--- config.mk ---
export PLATFORM = sky130hd
export DESIGN_NAME = mc97_codec_flat
export DESIGN_NICKNAME = d
export VERILOG_FILES = /design/src/rtl/mc97_codec_if.sv /design/src/rtl/mc97_codec.sv /design/src/flat_wrapper.sv
export SDC_FILE = /design/constraint.sdc
export NUM_CORES = 1
export LEC_CHECK = 0
export BUFFER_PORTS_ARGS = -buffer_cell sky130_fd_sc_hd__buf_2
export CAP_MARGIN = 20
export CORE_AREA = 5 5 166 168
export CTS_CLUSTER_DIAMETER = 80
export CTS_CLUSTER_SIZE = 12
export DETAILED_ROUTE_END_ITERATION = 8
export DIE_AREA = 0 0 171 173
export GPL_TIMING_DRIVEN = 0
export HOLD_SLACK_MARGIN = 0.12
export PLACE_DENSITY = 0.85
export REMOVE_ABC_BUFFERS = 1
export SETUP_SLACK_MARGIN = 0.15
export SLEW_MARGIN = 10
export SYNTH_ARGS = -nofsm -noshare
export SYNTH_HDL_FRONTEND = slang
export SYNTH_SLANG_ARGS = --single-unit
--- constraint.sdc ---
create_clock -name clk -period 5.7 [get_ports clk]
set_clock_uncertainty 0.05 [all_clocks]
set_input_delay 0 -clock clk [delete_from_list [all_inputs] [get_ports clk]]
set_output_delay 0 -clock clk [all_outputs]
set_load 0.005 [all_outputs]
--- src/rtl/mc97_codec_if.sv ---
// Link, register-bus, PCM and GPIO signals of the MC97 codec front-end.
// master = host/responder side, slave = codec.
interface mc97_codec_if;
  logic        mc97_sync;
  logic        mc97_sdata_out;
  logic        mc97_sdata_in;
  logic [5:0]  reg_addr;
  logic [15:0] reg_wdata;
  logic        reg_we;
  logic        reg_stb;
  logic [15:0] reg_rdata;
  logic [15:0] pcm_rx_data;
  logic        pcm_rx_stb;
  logic [15:0] pcm_tx_data;
  logic        pcm_tx_ack;
  logic [19:0] gpio_out;
  logic [19:0] gpio_in;
  logic        codec_ready;
  logic        frame_err;

  modport master (
    output mc97_sync, mc97_sdata_out, reg_rdata, pcm_tx_data, gpio_in,
    input  mc97_sdata_in, reg_addr, reg_wdata, reg_we, reg_stb, pcm_rx_data, pcm_rx_stb,
           pcm_tx_ack, gpio_out, codec_ready, frame_err
  );

  modport slave (
    input  mc97_sync, mc97_sdata_out, reg_rdata, pcm_tx_data, gpio_in,
    output mc97_sdata_in, reg_addr, reg_wdata, reg_we, reg_stb, pcm_rx_data, pcm_rx_stb,
           pcm_tx_ack, gpio_out, codec_ready, frame_err
  );
endinterface

--- src/rtl/mc97_codec.sv ---
// Codec end of the MC97 link: deframes host SDATA_OUT into register/PCM/GPIO events and
// frames the codec SDATA_IN reply. Single bit-clock domain.
module mc97_codec #(
  parameter int unsigned SLOT_PCM     = 5,
  parameter int unsigned READY_FRAMES = 2
) (
  input logic         clk,
  input logic         rst_n,
  mc97_codec_if.slave bus
);
  localparam int unsigned TagPcm   = 15 - SLOT_PCM;
  localparam int unsigned SlotReq  = 14 - SLOT_PCM;
  localparam int unsigned PcmHi    = 239 - 20 * (SLOT_PCM - 1);
  localparam logic [7:0]  PcmLast  = 8'(35 + 20 * (SLOT_PCM - 1));
  localparam logic [3:0]  ReadyMax = 4'(READY_FRAMES);

  typedef enum logic [0:0] {StIdle = 1'b0, StRun = 1'b1} state_e;

  state_e       state_q;
  logic [7:0]   cnt_q;
  logic         sync_q;
  logic [255:0] tx_q;
  logic         sdata_in_q;
  logic [18:0]  rx_sh_q;
  logic         tag_valid_q, tag_ctl_q, tag_data_q, tag_pcm_q, tag_gpio_q;
  logic         slot1_rd_q;
  logic [5:0]   slot1_addr_q;
  logic         pend_q;
  logic [5:0]   stat_addr_q;
  logic [15:0]  stat_data_q;
  logic [3:0]   ready_cnt_q;
  logic [5:0]   reg_addr_q;
  logic [15:0]  reg_wdata_q;
  logic         reg_we_q, reg_stb_q;
  logic [15:0]  pcm_rx_data_q;
  logic         pcm_rx_stb_q, pcm_tx_ack_q;
  logic [19:0]  gpio_out_q;
  logic         frame_err_q;

  logic         sync_rise;
  logic         codec_ready;
  logic [19:0]  rx_word;
  logic [15:0]  tx_tag;
  logic [19:0]  tx_slot1;
  logic [255:0] tx_frame;

  assign sync_rise   = bus.mc97_sync & ~sync_q;
  assign codec_ready = (ready_cnt_q == ReadyMax);
  // Current slot word including the bit sampled this cycle; low 16 bits form the tag at bit 15.
  assign rx_word     = {rx_sh_q, bus.mc97_sdata_out};

  always_comb begin
    tx_tag         = '0;
    tx_tag[15]     = codec_ready;
    tx_tag[14]     = pend_q;
    tx_tag[13]     = pend_q;
    tx_tag[TagPcm] = codec_ready;
    tx_tag[3]      = codec_ready;
    tx_slot1       = '0;
    if (pend_q) tx_slot1[18:12] = {stat_addr_q, 1'b0};
    tx_slot1[11:2] = '1;
    if (codec_ready) tx_slot1[SlotReq] = 1'b0;
    tx_frame            = '0;
    tx_frame[255:240]   = tx_tag;
    tx_frame[239:220]   = tx_slot1;
    tx_frame[219:200]   = pend_q ? {stat_data_q, 4'h0} : 20'h0;
    tx_frame[PcmHi -: 20] = {bus.pcm_tx_data, 4'h0};
    tx_frame[19:0]      = bus.gpio_in;
  end

  always_ff @(posedge clk or negedge rst_n) begin
    if (!rst_n) begin
      state_q       <= StIdle;
      cnt_q         <= '0;
      sync_q        <= 1'b0;
      tx_q          <= '0;
      sdata_in_q    <= 1'b0;
      rx_sh_q       <= '0;
      tag_valid_q   <= 1'b0;
      tag_ctl_q     <= 1'b0;
      tag_data_q    <= 1'b0;
      tag_pcm_q     <= 1'b0;
      tag_gpio_q    <= 1'b0;
      slot1_rd_q    <= 1'b0;
      slot1_addr_q  <= '0;
      pend_q        <= 1'b0;
      stat_addr_q   <= '0;
      stat_data_q   <= '0;
      ready_cnt_q   <= '0;
      reg_addr_q    <= '0;
      reg_wdata_q   <= '0;
      reg_we_q      <= 1'b0;
      reg_stb_q     <= 1'b0;
      pcm_rx_data_q <= '0;
      pcm_rx_stb_q  <= 1'b0;
      pcm_tx_ack_q  <= 1'b0;
      gpio_out_q    <= '0;
      frame_err_q   <= 1'b0;
    end else begin
      sync_q       <= bus.mc97_sync;
      reg_stb_q    <= 1'b0;
      pcm_rx_stb_q <= 1'b0;
      pcm_tx_ack_q <= 1'b0;
      frame_err_q  <= 1'b0;
      if (sync_rise) begin
        // A rise mid-frame drops that frame; this cycle is still bit 0 of the new one.
        frame_err_q  <= (state_q == StRun) && (cnt_q != 8'd255);
        state_q      <= StRun;
        cnt_q        <= 8'd1;
        sdata_in_q   <= tx_frame[255];
        tx_q         <= {tx_frame[254:0], 1'b0};
        rx_sh_q      <= rx_word[18:0];
        tag_valid_q  <= 1'b0;
        pcm_tx_ack_q <= codec_ready;
        pend_q       <= 1'b0;
      end else if (state_q == StRun) begin
        sdata_in_q <= tx_q[255];
        tx_q       <= {tx_q[254:0], 1'b0};
        rx_sh_q    <= rx_word[18:0];
        cnt_q      <= cnt_q + 8'd1;
        if (cnt_q == 8'd15) begin
          tag_valid_q <= rx_word[15];
          tag_ctl_q   <= rx_word[14];
          tag_data_q  <= rx_word[13];
          tag_pcm_q   <= rx_word[TagPcm];
          tag_gpio_q  <= rx_word[3];
        end
        if (cnt_q == 8'd35) begin
          slot1_rd_q   <= rx_word[19];
          slot1_addr_q <= rx_word[18:13];
          if (tag_valid_q && tag_ctl_q && rx_word[19]) begin
            reg_stb_q  <= 1'b1;
            reg_we_q   <= 1'b0;
            reg_addr_q <= rx_word[18:13];
          end
        end
        if (cnt_q == 8'd55 && tag_valid_q && tag_ctl_q && tag_data_q && !slot1_rd_q) begin
          reg_stb_q   <= 1'b1;
          reg_we_q    <= 1'b1;
          reg_addr_q  <= slot1_addr_q;
          reg_wdata_q <= rx_word[19:4];
        end
        if (cnt_q == PcmLast && tag_valid_q && tag_pcm_q) begin
          pcm_rx_data_q <= rx_word[19:4];
          pcm_rx_stb_q  <= 1'b1;
        end
        if (cnt_q == 8'd255) begin
          state_q <= StIdle;
          if (ready_cnt_q != ReadyMax) ready_cnt_q <= ready_cnt_q + 4'd1;
          if (tag_valid_q && tag_gpio_q) gpio_out_q <= rx_word;
        end
      end else begin
        sdata_in_q <= 1'b0;
      end
      if (reg_stb_q && !reg_we_q) begin
        pend_q      <= 1'b1;
        stat_addr_q <= reg_addr_q;
        stat_data_q <= bus.reg_rdata;
      end
    end
  end

  assign bus.mc97_sdata_in = sdata_in_q;
  assign bus.reg_addr      = reg_addr_q;
  assign bus.reg_wdata     = reg_wdata_q;
  assign bus.reg_we        = reg_we_q;
  assign bus.reg_stb       = reg_stb_q;
  assign bus.pcm_rx_data   = pcm_rx_data_q;
  assign bus.pcm_rx_stb    = pcm_rx_stb_q;
  assign bus.pcm_tx_ack    = pcm_tx_ack_q;
  assign bus.gpio_out      = gpio_out_q;
  assign bus.codec_ready   = codec_ready;
  assign bus.frame_err     = frame_err_q;
endmodule

--- src/flat_wrapper.sv ---
// flat-port wrapper written by rule: the top's interface ports become plain ports
module mc97_codec_flat 
#(
  parameter int unsigned SLOT_PCM     = 5,
  parameter int unsigned READY_FRAMES = 2
)
  (clk, rst_n, bus_mc97_sync, bus_mc97_sdata_out, bus_reg_rdata, bus_pcm_tx_data, bus_gpio_in, bus_mc97_sdata_in, bus_reg_addr, bus_reg_wdata, bus_reg_we, bus_reg_stb, bus_pcm_rx_data, bus_pcm_rx_stb, bus_pcm_tx_ack, bus_gpio_out, bus_codec_ready, bus_frame_err);
  mc97_codec_if bus_i ();
  input logic clk;
  input logic rst_n;
  input wire logic [$bits(bus_i.mc97_sync)-1:0] bus_mc97_sync;
  input wire logic [$bits(bus_i.mc97_sdata_out)-1:0] bus_mc97_sdata_out;
  input wire logic [$bits(bus_i.reg_rdata)-1:0] bus_reg_rdata;
  input wire logic [$bits(bus_i.pcm_tx_data)-1:0] bus_pcm_tx_data;
  input wire logic [$bits(bus_i.gpio_in)-1:0] bus_gpio_in;
  output wire logic [$bits(bus_i.mc97_sdata_in)-1:0] bus_mc97_sdata_in;
  output wire logic [$bits(bus_i.reg_addr)-1:0] bus_reg_addr;
  output wire logic [$bits(bus_i.reg_wdata)-1:0] bus_reg_wdata;
  output wire logic [$bits(bus_i.reg_we)-1:0] bus_reg_we;
  output wire logic [$bits(bus_i.reg_stb)-1:0] bus_reg_stb;
  output wire logic [$bits(bus_i.pcm_rx_data)-1:0] bus_pcm_rx_data;
  output wire logic [$bits(bus_i.pcm_rx_stb)-1:0] bus_pcm_rx_stb;
  output wire logic [$bits(bus_i.pcm_tx_ack)-1:0] bus_pcm_tx_ack;
  output wire logic [$bits(bus_i.gpio_out)-1:0] bus_gpio_out;
  output wire logic [$bits(bus_i.codec_ready)-1:0] bus_codec_ready;
  output wire logic [$bits(bus_i.frame_err)-1:0] bus_frame_err;
  assign bus_i.mc97_sync = bus_mc97_sync;
  assign bus_i.mc97_sdata_out = bus_mc97_sdata_out;
  assign bus_i.reg_rdata = bus_reg_rdata;
  assign bus_i.pcm_tx_data = bus_pcm_tx_data;
  assign bus_i.gpio_in = bus_gpio_in;
  assign bus_mc97_sdata_in = bus_i.mc97_sdata_in;
  assign bus_reg_addr = bus_i.reg_addr;
  assign bus_reg_wdata = bus_i.reg_wdata;
  assign bus_reg_we = bus_i.reg_we;
  assign bus_reg_stb = bus_i.reg_stb;
  assign bus_pcm_rx_data = bus_i.pcm_rx_data;
  assign bus_pcm_rx_stb = bus_i.pcm_rx_stb;
  assign bus_pcm_tx_ack = bus_i.pcm_tx_ack;
  assign bus_gpio_out = bus_i.gpio_out;
  assign bus_codec_ready = bus_i.codec_ready;
  assign bus_frame_err = bus_i.frame_err;
  mc97_codec #(.SLOT_PCM(SLOT_PCM), .READY_FRAMES(READY_FRAMES)) u_core (.clk(clk), .rst_n(rst_n), .bus(bus_i));
endmodule
==> impl_metrics.yaml <==
pwr:
  power.total_mw: 5.315
  ir_drop_uv: 212.5
  leakage_nw: 10.74
  power_density_mw_per_mm2: 287.9
cells_and_area:
  fillers: 1687
  fin_util_pct: 71.67
  final_cell_mix: "386 x dfrtp_1, 256 x mux2i_1, 193 x nor2_1"
  drive_gt1_share_pct: 22.06
  layout_commonest_cell: "dfrtp_1"
  nets: 1454
  stdcell_count: 1732
  area_growth_pct: 16.56
logic_synthesis:
  synth_warnings: 0
  synthCells: 1240
  synth_edf_count: 0
  synth_top_flop_cell: "dfrtp_1"
  synth.distinct_cells: 41
  synth.avg_cell_area_um2: 12.78
  synth_seq_cells: 387
  yosysSeqAreaShare_pct: 61.13
  syn_area_mm2: 0.01584
  async_flop_share_pct: 100.0
worst_setup_path:
  worst_path_max_delay_cell: "and3_1"
  crit_buf_inv: 0
  worst-r2r-setup-slack_ns: 2.77
  startpoint_type: "flop"
  worstPathRequired_ns: 6.04
  crit_family: "simple AND/OR/NAND/NOR gates"
  crit_path_end_kind: "flop"
  crit_chain: "ha_1 -> nand4b_1 -> nor4_4 -> and3_1 -> mux2_2"
  arrival_ns: 3.27
  worstPathMaxFanout: 16
  critical_path_class: "reg2reg"
  slowest_delay_ns: 0.97
placed_design:
  io_buffers: 120
  dp_hpwl_um: 16970
  gp_congestion: 0.7322
  dp_cells: 1632
global_route:
  grt_use_total_pct: 19.34
  grt_max_degree: 120
  grt_pass1_wl_um: 48760
  gr-total-overflow: 0
  grt_pass1_vias: 10060
  antenna_found_initial: 1
routing:
  totalWireLength_um: 28040
  drc: 0
  first_pass_iters: 5
  wl_per_cell_um: 16.19
  ant_nets: 0
  viasPerCell: 5.489
  via_count: 9507
  drtIter0Drc: 670
min_path:
  hold_class: "in2reg"
timing:
  worstMarginPinSlew_ns: 1.105
  setup_viol: 0
  fin_hold_ws_ns: 0.1743
  fmax_ghz: 0.3410
  slew_headroom_pct: 26.35
  slew_viol_final: 0
  rsz0062_at_grt: "false"
  final_hold_viol_count: 0
  period_share_pct: 51.45
  min_period_ns: 2.932
run:
  cap_violations: 0
clock_network:
  clk_path_buf_depth: 3
  cts_tree: "done"
  clk_latency_ns: 0.51
  cts-buffers-inserted: 38
  ctsResizeCount: 0
  clkSinkCount: 387
  cts_hold_buffers: 58
  path_clk_slew_ns: 0.06
  htree_levels: 2
  postCtsSetupBuffers: 0
  clock-root-buffer: "clkbuf_16"
outcome:
  status: "finished, final reports clean"
floorplanning:
  die_x_um: 171
  io_pins: 121
  core-area_mm2: 0.02576
  die-area_mm2: 0.02958
  initial_core_util_pct: 61.49
  die_h_um: 173
  row_count: 59
-- flip-flops by register name (all words and copies together), names as in the netlist, 8 cells and up --
name and cells:
u_core.tx_q 255, u_core.cnt_q 8, u_core.stat_data_q 16, u_core.bus.pcm_rx_data 16
u_core.bus.gpio_out 20, u_core.rx_sh_q 19, u_core.bus.reg_wdata 16
-- power by group --
part	leakage (nW)	switching (mW)	total, mW	internal, mW
clock network	0.482	0.934	2.12	1.19
registers	5.22	0.0747	2.91	2.84
logic	5.03	0.154	0.286	0.132
total	10.7	1.16	5.32	4.15
-- metrics by stage --
| step | setup TNS [ns] | setup WS, ns | area, µm² |
|---|---|---|---|
| 4_1_cts | 0 | 2.761 | 18460 |
| 5_1_grt | 0 | 2.618 | 18470 |
| 3_3_place_gp | -4334.06 | -18.41 | 16450 |
| 2_1_floorplan | -1871.88 | -9.371 | 15430 |
| 6_report | 0 | 2.768 | 18470 |
| 3_5_place_dp | 0 | 2.780 | 16880 |
-- cell usage after synthesis, types with 2 or more instances --
cell type / number / share of area [%]
xnor2_1: 5 / 0.28
buf_6: 2 / 0.14
nor3b_1: 3 / 0.14
nor2b_1: 2 / 0.079
ha_1: 3 / 0.24
clkbuf_1: 35 / 0.83
xor2_1: 4 / 0.22
nor2_1: 193 / 4.6
nand3_1: 26 / 0.82
o21ai_0: 62 / 2.0
mux2i_1: 256 / 16
buf_1: 14 / 0.33
a21oi_1: 7 / 0.22
clkbuf_8: 4 / 0.35
nand4_1: 6 / 0.24
dfrtp_1: 387 / 61
and3_1: 3 / 0.12
buf_2: 25 / 0.79
nand4b_1: 2 / 0.11
inv_1: 2 / 0.047
nand3b_1: 3 / 0.14
nor4_1: 5 / 0.20
mux2_2: 106 / 7.5
nand2_1: 59 / 1.4
mux2_4: 10 / 0.95
-- worst min-delay path, cell delays in order --
cell and delay, ns:
dlygate4sd3_1 0.52, buf_2 0.09, nand2_1 0.03, o21ai_0 0.05
-- per-layer routing --
metal,GRT usage [%],up-vias,wire (µm)
met5,0,-,0
met4,4.886,0,491
met3,4.292,43,1397
met2,32.16,168,14090
met1,26.08,4752,12060
li1,-,4544,-
-- area by class of cell --
class	count	area (µm²)	area share, %
sequential	387	9688	52.47
multi-input combinational	769	5752	31.15
timing repair buffer	197	1614	8.741
clock buffer	39	954.7	5.170
tap	335	419.2	2.270
clock inverter	2	27.53	0.1491
inverter	2	7.507	0.04066
antenna	1	2.502	0.01355
-- worst paths after layout --
| path | depth (start not counted) | end | start |
|---|---|---|---|
| max | 5 | u_core.bus.reg_wdata[15] | u_core.cnt_q[0] |
| min | 4 | u_core.tx_q[145] | bus_pcm_tx_data[0] |
| max reg2reg | 5 | u_core.bus.reg_wdata[15] | u_core.cnt_q[0] |
| min reg2reg | 1 | u_core.ready_cnt_q[3] | u_core.ready_cnt_q[3] |
| max in group asynchronous | 5 | u_core.state_q | rst_n |
| min in group asynchronous | 4 | u_core.tx_q[115] | rst_n |
-- logic make-up after synthesis --
kind of cell             count (synthesis)  synth area share [%]
AND/OR/NAND/NOR                        313                 8.467
multiplexers                           372                 24.66
adder cells (fa/ha/maj)                  3                0.2370
flip-flops                             387                 61.13
XOR/XNOR                                 9                0.4976
AO/OA/AOI/OAI                           72                 2.346
buffers and inverters                   84                 2.662
Power figures use the tool's default switching activity.
